### src/rtl/byte_serializer_pkg.sv
// Shared state encoding and size limits for byte_serializer and its shifter.
package byte_serializer_pkg;

  localparam int unsigned WIDTH_MAX    = 16;
  localparam int unsigned IDLE_GAP_MAX = 15;
  localparam int unsigned CNT_W        = $clog2(WIDTH_MAX);
  localparam int unsigned GAP_W        = $clog2(IDLE_GAP_MAX + 1);

  typedef enum logic [1:0] {
    ST_IDLE   = 2'd0,
    ST_SHIFT  = 2'd1,
    ST_PARITY = 2'd2,
    ST_GAP    = 2'd3
  } ser_state_e;

endpackage

### src/rtl/serializer_shift_reg.sv
// Loadable MSB-first shift register with frame bit counter and last-bit flag.
module serializer_shift_reg
  import byte_serializer_pkg::*;
#(
  parameter int unsigned WIDTH = 8
) (
  input  logic             clk,
  input  logic             rst,
  input  logic             load_i,
  input  logic             shift_i,
  input  logic [WIDTH-2:0] data_i,
  output logic             next_bit_o,
  output logic             last_o
);

  // Only the bits after the MSB are held here; the MSB goes straight to the
  // output register on the load edge, so next_bit_o is always the bit to emit next.
  logic [WIDTH-2:0] sh_q;
  logic [CNT_W-1:0] cnt_q;

  always_ff @(posedge clk) begin
    if (rst) begin
      sh_q  <= '0;
      cnt_q <= '0;
    end else if (load_i) begin
      sh_q  <= data_i;
      cnt_q <= '0;
    end else if (shift_i) begin
      sh_q  <= sh_q << 1;
      cnt_q <= cnt_q + 1'b1;
    end
  end

  assign next_bit_o = sh_q[WIDTH-2];
  assign last_o     = (cnt_q == CNT_W'(WIDTH - 1));

endmodule

### src/rtl/byte_serializer.sv
// Parallel-to-serial framer with one-entry holding register, MSB first.
// Optional even-parity bit per frame when SERIALIZER_PARITY_EN is defined.
module byte_serializer
  import byte_serializer_pkg::*;
#(
  parameter int unsigned WIDTH    = 8,
  parameter int unsigned IDLE_GAP = 0
) (
  input  logic             clk,
  input  logic             rst,
  input  logic [WIDTH-1:0] din,
  input  logic             din_valid,
  output logic             din_ready,
  output logic             dataout,
  output logic             dataout_valid,
  output logic             busy
);

  localparam logic [GAP_W-1:0] GAP_LAST = (IDLE_GAP > 0) ? GAP_W'(IDLE_GAP - 1) : '0;

  ser_state_e       state_q, state_d;
  logic [WIDTH-1:0] hold_q;
  logic             hold_full_q;
  logic [GAP_W-1:0] gap_q, gap_d;
  logic             dout_q, dout_d;
  logic             doutv_q, doutv_d;
  logic             load, shift, accept;
  logic             next_bit, last_bit;
  logic             frame_done, gap_done;

  assign din_ready = ~hold_full_q;
  assign accept    = din_valid & din_ready;
  assign busy      = (state_q != ST_IDLE) | hold_full_q;

  serializer_shift_reg #(
    .WIDTH(WIDTH)
  ) u_shift (
    .clk       (clk),
    .rst       (rst),
    .load_i    (load),
    .shift_i   (shift),
    .data_i    (hold_q[WIDTH-2:0]),
    .next_bit_o(next_bit),
    .last_o    (last_bit)
  );

`ifdef SERIALIZER_PARITY_EN
  logic par_q;

  always_ff @(posedge clk) begin
    if (rst) begin
      par_q <= 1'b0;
    end else if (load) begin
      par_q <= ^hold_q;
    end
  end

  assign frame_done = (state_q == ST_PARITY);
`else
  assign frame_done = (state_q == ST_SHIFT) && last_bit;
`endif

  assign gap_done = (state_q == ST_GAP) && (gap_q == GAP_LAST);

  always_comb begin
    state_d = state_q;
    gap_d   = gap_q;
    dout_d  = 1'b0;
    doutv_d = 1'b0;
    load    = 1'b0;
    shift   = 1'b0;

    unique case (state_q)
      ST_SHIFT: begin
        if (!last_bit) begin
          shift   = 1'b1;
          dout_d  = next_bit;
          doutv_d = 1'b1;
        end
`ifdef SERIALIZER_PARITY_EN
        else begin
          state_d = ST_PARITY;
          dout_d  = par_q;
          doutv_d = 1'b1;
        end
`endif
      end
      ST_GAP:  gap_d = gap_q + 1'b1;
      default: ;
    endcase

    // Idle, end of gap and end of a gapless frame all share the reload path,
    // so a held word starts on the very next edge without a bubble.
    if (frame_done && (IDLE_GAP != 0)) begin
      state_d = ST_GAP;
      gap_d   = '0;
    end else if ((state_q == ST_IDLE) || gap_done || frame_done) begin
      state_d = hold_full_q ? ST_SHIFT : ST_IDLE;
      load    = hold_full_q;
      dout_d  = hold_full_q & hold_q[WIDTH-1];
      doutv_d = hold_full_q;
    end
  end

  always_ff @(posedge clk) begin
    if (rst) begin
      state_q     <= ST_IDLE;
      hold_q      <= '0;
      hold_full_q <= 1'b0;
      gap_q       <= '0;
      dout_q      <= 1'b0;
      doutv_q     <= 1'b0;
    end else begin
      state_q <= state_d;
      gap_q   <= gap_d;
      dout_q  <= dout_d;
      doutv_q <= doutv_d;
      if (accept) begin
        hold_q      <= din;
        hold_full_q <= 1'b1;
      end else if (load) begin
        hold_full_q <= 1'b0;
      end
    end
  end

  assign dataout       = dout_q;
  assign dataout_valid = doutv_q;

endmodule

### config.mk
export PLATFORM = sky130hd
export DESIGN_NAME = byte_serializer
export DESIGN_NICKNAME = d
export VERILOG_FILES = /design/src/rtl/byte_serializer_pkg.sv /design/src/rtl/serializer_shift_reg.sv /design/src/rtl/byte_serializer.sv
export SDC_FILE = /design/constraint.sdc
export NUM_CORES = 1
export LEC_CHECK = 0
export CAP_MARGIN = 5
export CORE_MARGIN = 5
export CORE_UTILIZATION = 30
export DETAILED_ROUTE_END_ITERATION = 10
export PLACE_DENSITY = 0.5
export SYNTH_ARGS = -nofsm -noshare
export SYNTH_HDL_FRONTEND = slang
export SYNTH_HIERARCHICAL = 1
export SYNTH_SLANG_ARGS = --single-unit
### constraint.sdc
create_clock -name clk -period 3.5 [get_ports clk]
set_clock_uncertainty 0.15 [all_clocks]
set_input_delay 0.7 -clock clk [delete_from_list [all_inputs] [get_ports clk]]
set_output_delay 0.7 -clock clk [all_outputs]
set_load 0.1 [all_outputs]
Word-level counts from Yosys, hierarchy flattened:

Cells that the tools add are included.

* register bits after elaboration: 28
* bits in latches: 0
* RAM bits: 0
* memory bits (read-only): 0
* input bits: 11
* output and inout port bits: 4
* logic and storage cells: 39
* memories kept: 0

* add/subtract/negate cells: 2
* $mul: 0
* div/mod/pow operators: 0
* magnitude comparators: 0
* equality and inequality tests: 3
* shift-type cells: 0
* muxes and demuxes: 12
* bitwise logic cells: 4
* reduce and logical (&&, ||, !) cells: 10

Operators by type and width (number)
* $mux 7: 2
* $mux 1: 10
* $add 4x1->4 const B: 2
* $reduce_bool 2->1: 3
* $eq 4x3->1 const B: 1
* $logic_not 4->1: 1
* $and 1x1->1: 2
* $eq 2x1->1 const B: 1
* $eq 2x2->1 const B: 1
* $logic_and 1x1->1: 2
* $logic_not 2->1: 1
* $logic_or 1x1->1: 2
* $reduce_or 2->1: 1
* $not 1->1: 1
* $or 1x1->1: 1

Logic depth before layout (Yosys ltp):

* word-level depth: 7
* mapped depth: 8
* gate-level depth less buffers: 7

Cells and area by module:

Netlist, hierarchy kept.

Modules (own cells, without submodules)
* serializer_shift_reg: instances 1, cells an instance 51, area an instance 510.5 um^2, seq. area each 220.2 um^2
* byte_serializer: instances 1, cells an instance 53, area an instance 456.7 um^2, seq. area each 240.2 um^2

Worst setup path before layout:

No wires, ideal clock.

* path kind: reg2reg
* start point: reg hold_full_q
* end point: reg u_shift.cnt_q[2]
* setup time: 70 ps
* arrival time: 1639 ps
* required time: 3280 ps
* slack: 1641 ps
* cell stages (with the launch flop): 6
* path buffers: 1
* clock period less this slack: 1859 ps
* cell sequence: dfxtp_1 -> inv_1 -> nor2_1 -> clkbuf_2 -> or2_1 -> a21oi_1

* word-level cells in the longest chain between the ends: 2

RTL lines
* start, declared: RTL line byte_serializer.sv:23 `logic hold_full_q;`
* start signal, assigned: RTL line byte_serializer.sv:109 `hold_full_q <= 1'b0;`
* start signal, assigned: RTL line byte_serializer.sv:120 `hold_full_q <= 1'b1;`
* start signal, assigned: RTL line byte_serializer.sv:122 `hold_full_q <= 1'b0;`
* $mux 1: RTL line byte_serializer.sv:97 `end else if ((state_q == ST_IDLE) || gap_done || frame_done) begin`
* via load: RTL line byte_serializer.sv:27 `logic load, shift, accept;`
* $reduce_or 2->1 (no source line)
* end signal, assigned: RTL line serializer_shift_reg.sv:30 `cnt_q <= cnt_q + 1'b1;`
* end, declared: RTL line serializer_shift_reg.sv:19 `logic [CNT_W-1:0] cnt_q;`

The timed path passes the listed nets, and every way through them passes these cells.
A chain may end at the register's enable or synchronous reset.

Worst setup path after layout:

* start point: reg u_shift.cnt_q[0]
* end point: reg u_shift.sh_q[5]

* elaborated cells between the ends (all ways): 8
* classes of those cells: eq/ne (1); mux (4); reduce/logical (3)

RTL lines
* $eq 4x3->1: RTL line serializer_shift_reg.sv:35 `assign last_o = (cnt_q == CNT_W'(WIDTH - 1));`
* via last_bit: RTL line byte_serializer.sv:28 `logic next_bit, last_bit;`
* $mux 1: RTL line byte_serializer.sv:75 `if (!last_bit) begin`
* $mux 1: RTL line byte_serializer.sv:73 `unique case (state_q)`
* via shift: RTL line byte_serializer.sv:27
* $reduce_bool 2->1 (no source line)
* end signal, assigned: RTL line serializer_shift_reg.sv:26 `sh_q <= data_i;`
* end signal, assigned: RTL line serializer_shift_reg.sv:29 `sh_q <= sh_q << 1;`
* end, declared: RTL line serializer_shift_reg.sv:18 `logic [WIDTH-2:0] sh_q;`

The timed path passes the listed nets, and every way through them passes these cells.

==> flow_metrics.env <==
export IMPL_cts_hold_buffers=0
export IMPL_die_w_um=66.78
export IMPL_finalCoreUtilization=0.3752
export IMPL_critPathCaptureType="register"
export IMPL_cts_made_buffers=3
export IMPL_leakage_component_of_the_power_nw=0.4202
export IMPL_yosys_cell_types_count=25
export IMPL_ys_seq_elements=23
export IMPL_grt_max_degree=23
export IMPL_wire_length_per_cell_um=10.31
export IMPL_post_layout_min_period_ns=2.188
export IMPL_detailroute_via_count=711
export IMPL_worst_path_max_fanout=17
export IMPL_worst_r2r_setup_slack_ns=1.31
export IMPL_clock_power_share=0.239
export IMPL_layout_nets=131
export IMPL_setup_total_negative_slack_ns=0
export IMPL_port_buffers=14
export IMPL_crit_path_start_kind="register"
export IMPL_cts_htree_levels=1
export IMPL_worst_endpoint_required_ns=3.58
export IMPL_netlist_top_cell_by_area="dfxtp_1"
export IMPL_worst_slew_pin_transition_ns=0.5995
export IMPL_finalWeightedCongestion=0.7209
export IMPL_peakVddDrop_mv=0.1948
export IMPL_worst_skew_pair_late_latency_ns=0.30
export IMPL_final_hold_violation_count=0
export IMPL_grt_pass1_vias=654
export IMPL_post_synth_cell_area_avg_um2=9.300
export IMPL_power_share_switching=0.2829
export IMPL_yosys_mux_area_fraction=0.08409
export IMPL_synth_seq_area_share=0.4761
export IMPL_post_synth_instance_area_um2=967.2
export IMPL_timing_max_transition_violations_final=0
export IMPL_area_enclosed_by_the_die_boundary_mm2=0.004460
export IMPL_synth_compound_area_frac=0.1501
export IMPL_die_y_um=66.78
export IMPL_insertedDiodeCount=0
export IMPL_setup_repair_after_global_routing_missed_its_margin="false"
export IMPL_drtPass1Iterations=4
export IMPL_p_sw_w=0.0001412
export IMPL_final_routed_wirelength_um=1670
export IMPL_gr_total_overflow=0
export IMPL_postCtsResizedCells=0
export IMPL_postCtsSetupRepairBufs=0
export IMPL_crit_arrival_ns=2.26
export IMPL_max_clock_path_buffers=2
export IMPL_pin_count=15
export IMPL_max_cap_violations=0
export IMPL_p_int_w=0.0003579
export IMPL_postRouteAntennaNets=0
export IMPL_synth_simple_gate_area_share=0.2199
export IMPL_post_synth_xor_area_fraction=0.009056
export IMPL_syn_instance_count=104
export IMPL_synthToLayoutAreaGrowth_pct=19.41
export IMPL_pwr_share_comb=0.187
export IMPL_cts_tree="done"
export IMPL_clock_tree_root_cell="clkbuf_4"
export IMPL_drive_above_1_share=0.1695
export IMPL_max_freq_mhz=457.1
export IMPL_cts_sink_count=23
export IMPL_pwr_share_seq=0.574
export IMPL_yosysWarningCount=6
export IMPL_power_per_cell_area_mw_per_mm2=432.2
export IMPL_syn_nets=116
export IMPL_dominant_combinational_cell_family_by_area_after_synthesis="simple AND/OR/NAND/NOR gates"
export IMPL_drcViolationCount=0
export IMPL_run_status="completed"
export IMPL_worst_hold_path_type="reg2reg"
export IMPL_slew_headroom=0.5995
export IMPL_post_synth_top_area_fraction=0.4761
export IMPL_detailedPlacementHpwl_um=1255
export IMPL_vias_per_inst=4.389
export IMPL_gr_usage_all_layers=0.08398
export IMPL_grt_first_pass_wirelength_um=2829
export IMPL_timing_worst_setup_path_type="reg2reg"
export IMPL_std_cell_rows=20
export IMPL_cts_reportedPaths_clkPinSlew_ns=0.13
export IMPL_initial_core_utilization=0.3142
export IMPL_drtIter0Drc=22
export IMPL_synth_fa_ha_area_frac=0.01294
export IMPL_antenna_found_initial=0
export IMPL_post_synth_main_area_contributors="dfxtp_1 48%, nand2_1 7.4%, a21oi_2 7.2%, mux2i_1 7.2%, nor2b_1 5.2%"
export IMPL_layout_worst_path_cycle_share=0.6251
export IMPL_core_area_mm2=0.003078
export IMPL_setup_viol_count_final=0
-- logic make-up (layout without fill, tap and decap cells) --
group / after synthesis / after routing
AO/OA/AOI/OAI: 19 / 19
AND/OR/NAND/NOR: 44 / 44
adder cells (fa/ha/maj): 1 / 1
multiplexers: 8 / 8
flip-flops: 23 / 23
buffers and inverters: 8 / 22
XOR/XNOR: 1 / 1
-- critical path, stage by stage, from the launching register on --
cell and delay [ns]:
dfxtp_1 0.40, ha_1 0.21, nand2_1 0.06, nor2_1 0.08, nor2b_1 0.05, buf_4 0.20
nor2_1 0.47, inv_1 0.23, a211oi_1 0.25
-- registers in the layout (all words and copies together), names as in the netlist --
| register | flops |
|---|---|
| hold_q | 8 |
| u_shift/sh_q | 7 |
| dataout | 1 |
| hold_full_q | 1 |
| dataout_valid | 1 |
| state_q | 1 |
| u_shift/cnt_q | 4 |
-- cell usage after synthesis --
cell type	number
nor3b_1	1
a211oi_1	6
buf_2	3
xnor2_1	1
or2_1	1
nand2_1	19
a21oi_1	4
nand3b_1	2
nor2b_1	8
a21bo_2	1
inv_1	2
dfxtp_1	23
buf_6	1
clkbuf_2	1
ha_1	1
nor3_1	1
buf_4	1
mux2_2	1
nor2_1	8
nand4_1	1
or3b_1	1
nand2b_1	1
or2_2	1
mux2i_1	7
a21oi_2	8
-- layout make-up --
class / instances / area (µm²)
inverter: 2 / 7.507
multi-input combinational: 73 / 460.4
sequential: 23 / 460.4
fill: 320 / 1923
timing repair buffer: 16 / 145.1
clock buffer: 4 / 26.28
tap: 44 / 55.05
-- worst paths after layout --
kind / from / endpoint / depth (start not counted)
min reg2reg: u_shift/sh_q[6] / dataout / 2
max: u_shift/cnt_q[0] / u_shift/sh_q[5] / 8
max reg2reg: u_shift/cnt_q[0] / u_shift/sh_q[5] / 8
min: u_shift/sh_q[6] / dataout / 2
-- stage by stage --
| step | std cells | power [W] | cell area, µm² | hold slack, ns | setup WS, ns |
|---|---|---|---|---|---|
| 3_3_place_gp | 158 | 0.0003872 | 1129 | 0.3053 | 1.309 |
| 2_1_floorplan | 104 | 0.0003625 | 967.2 | 0.2751 | 1.641 |
| 5_1_grt | 162 | 0.0005251 | 1155 | 0.3475 | 0.9638 |
| 3_5_place_dp | 158 | 0.0003868 | 1129 | 0.3105 | 1.312 |
| 6_report | 162 | 0.0004991 | 1155 | 0.3166 | 1.312 |
| 4_1_cts | 162 | 0.0005042 | 1155 | 0.3280 | 1.311 |
-- cells in the final DEF (no fill, tap or decap), drive strengths merged --
master	netlist	routed
ha	1	1
a211oi	6	6
xnor2	1	1
a21bo	1	1
or2	2	2
nor2b	8	8
mux2	1	1
nand2	19	19
mux2i	7	7
nand4	1	1
nor3	1	1
or3b	1	1
nand3b	2	2
nor3b	1	1
clkdlybuf4s50	0	10
buf	5	6
dfxtp	23	23
a21oi	12	12
inv	2	2
nand2b	1	1
clkbuf	1	4
nor2	8	8
-- power groups by stage --
stage          Sequential, W  Combinational, W  Clock [W]
6_report            0.000287         0.0000932   0.000119
5_1_grt             0.000288          0.000102   0.000134
4_1_cts             0.000287         0.0000945   0.000123
3_5_place_dp        0.000292         0.0000944          0
3_3_place_gp        0.000293         0.0000945          0
2_1_floorplan       0.000298         0.0000643          0
-- per-layer routing --
metal  vias to the layer above  wire length (µm)  track usage
met4                         0                11      0.03046
li1                        378                 -            -
met5                         -                 0            0
met1                       322               845       0.1124
met3                         2                71      0.02867
met2                         9               742       0.1238
(Power assumes the default switching activity.)
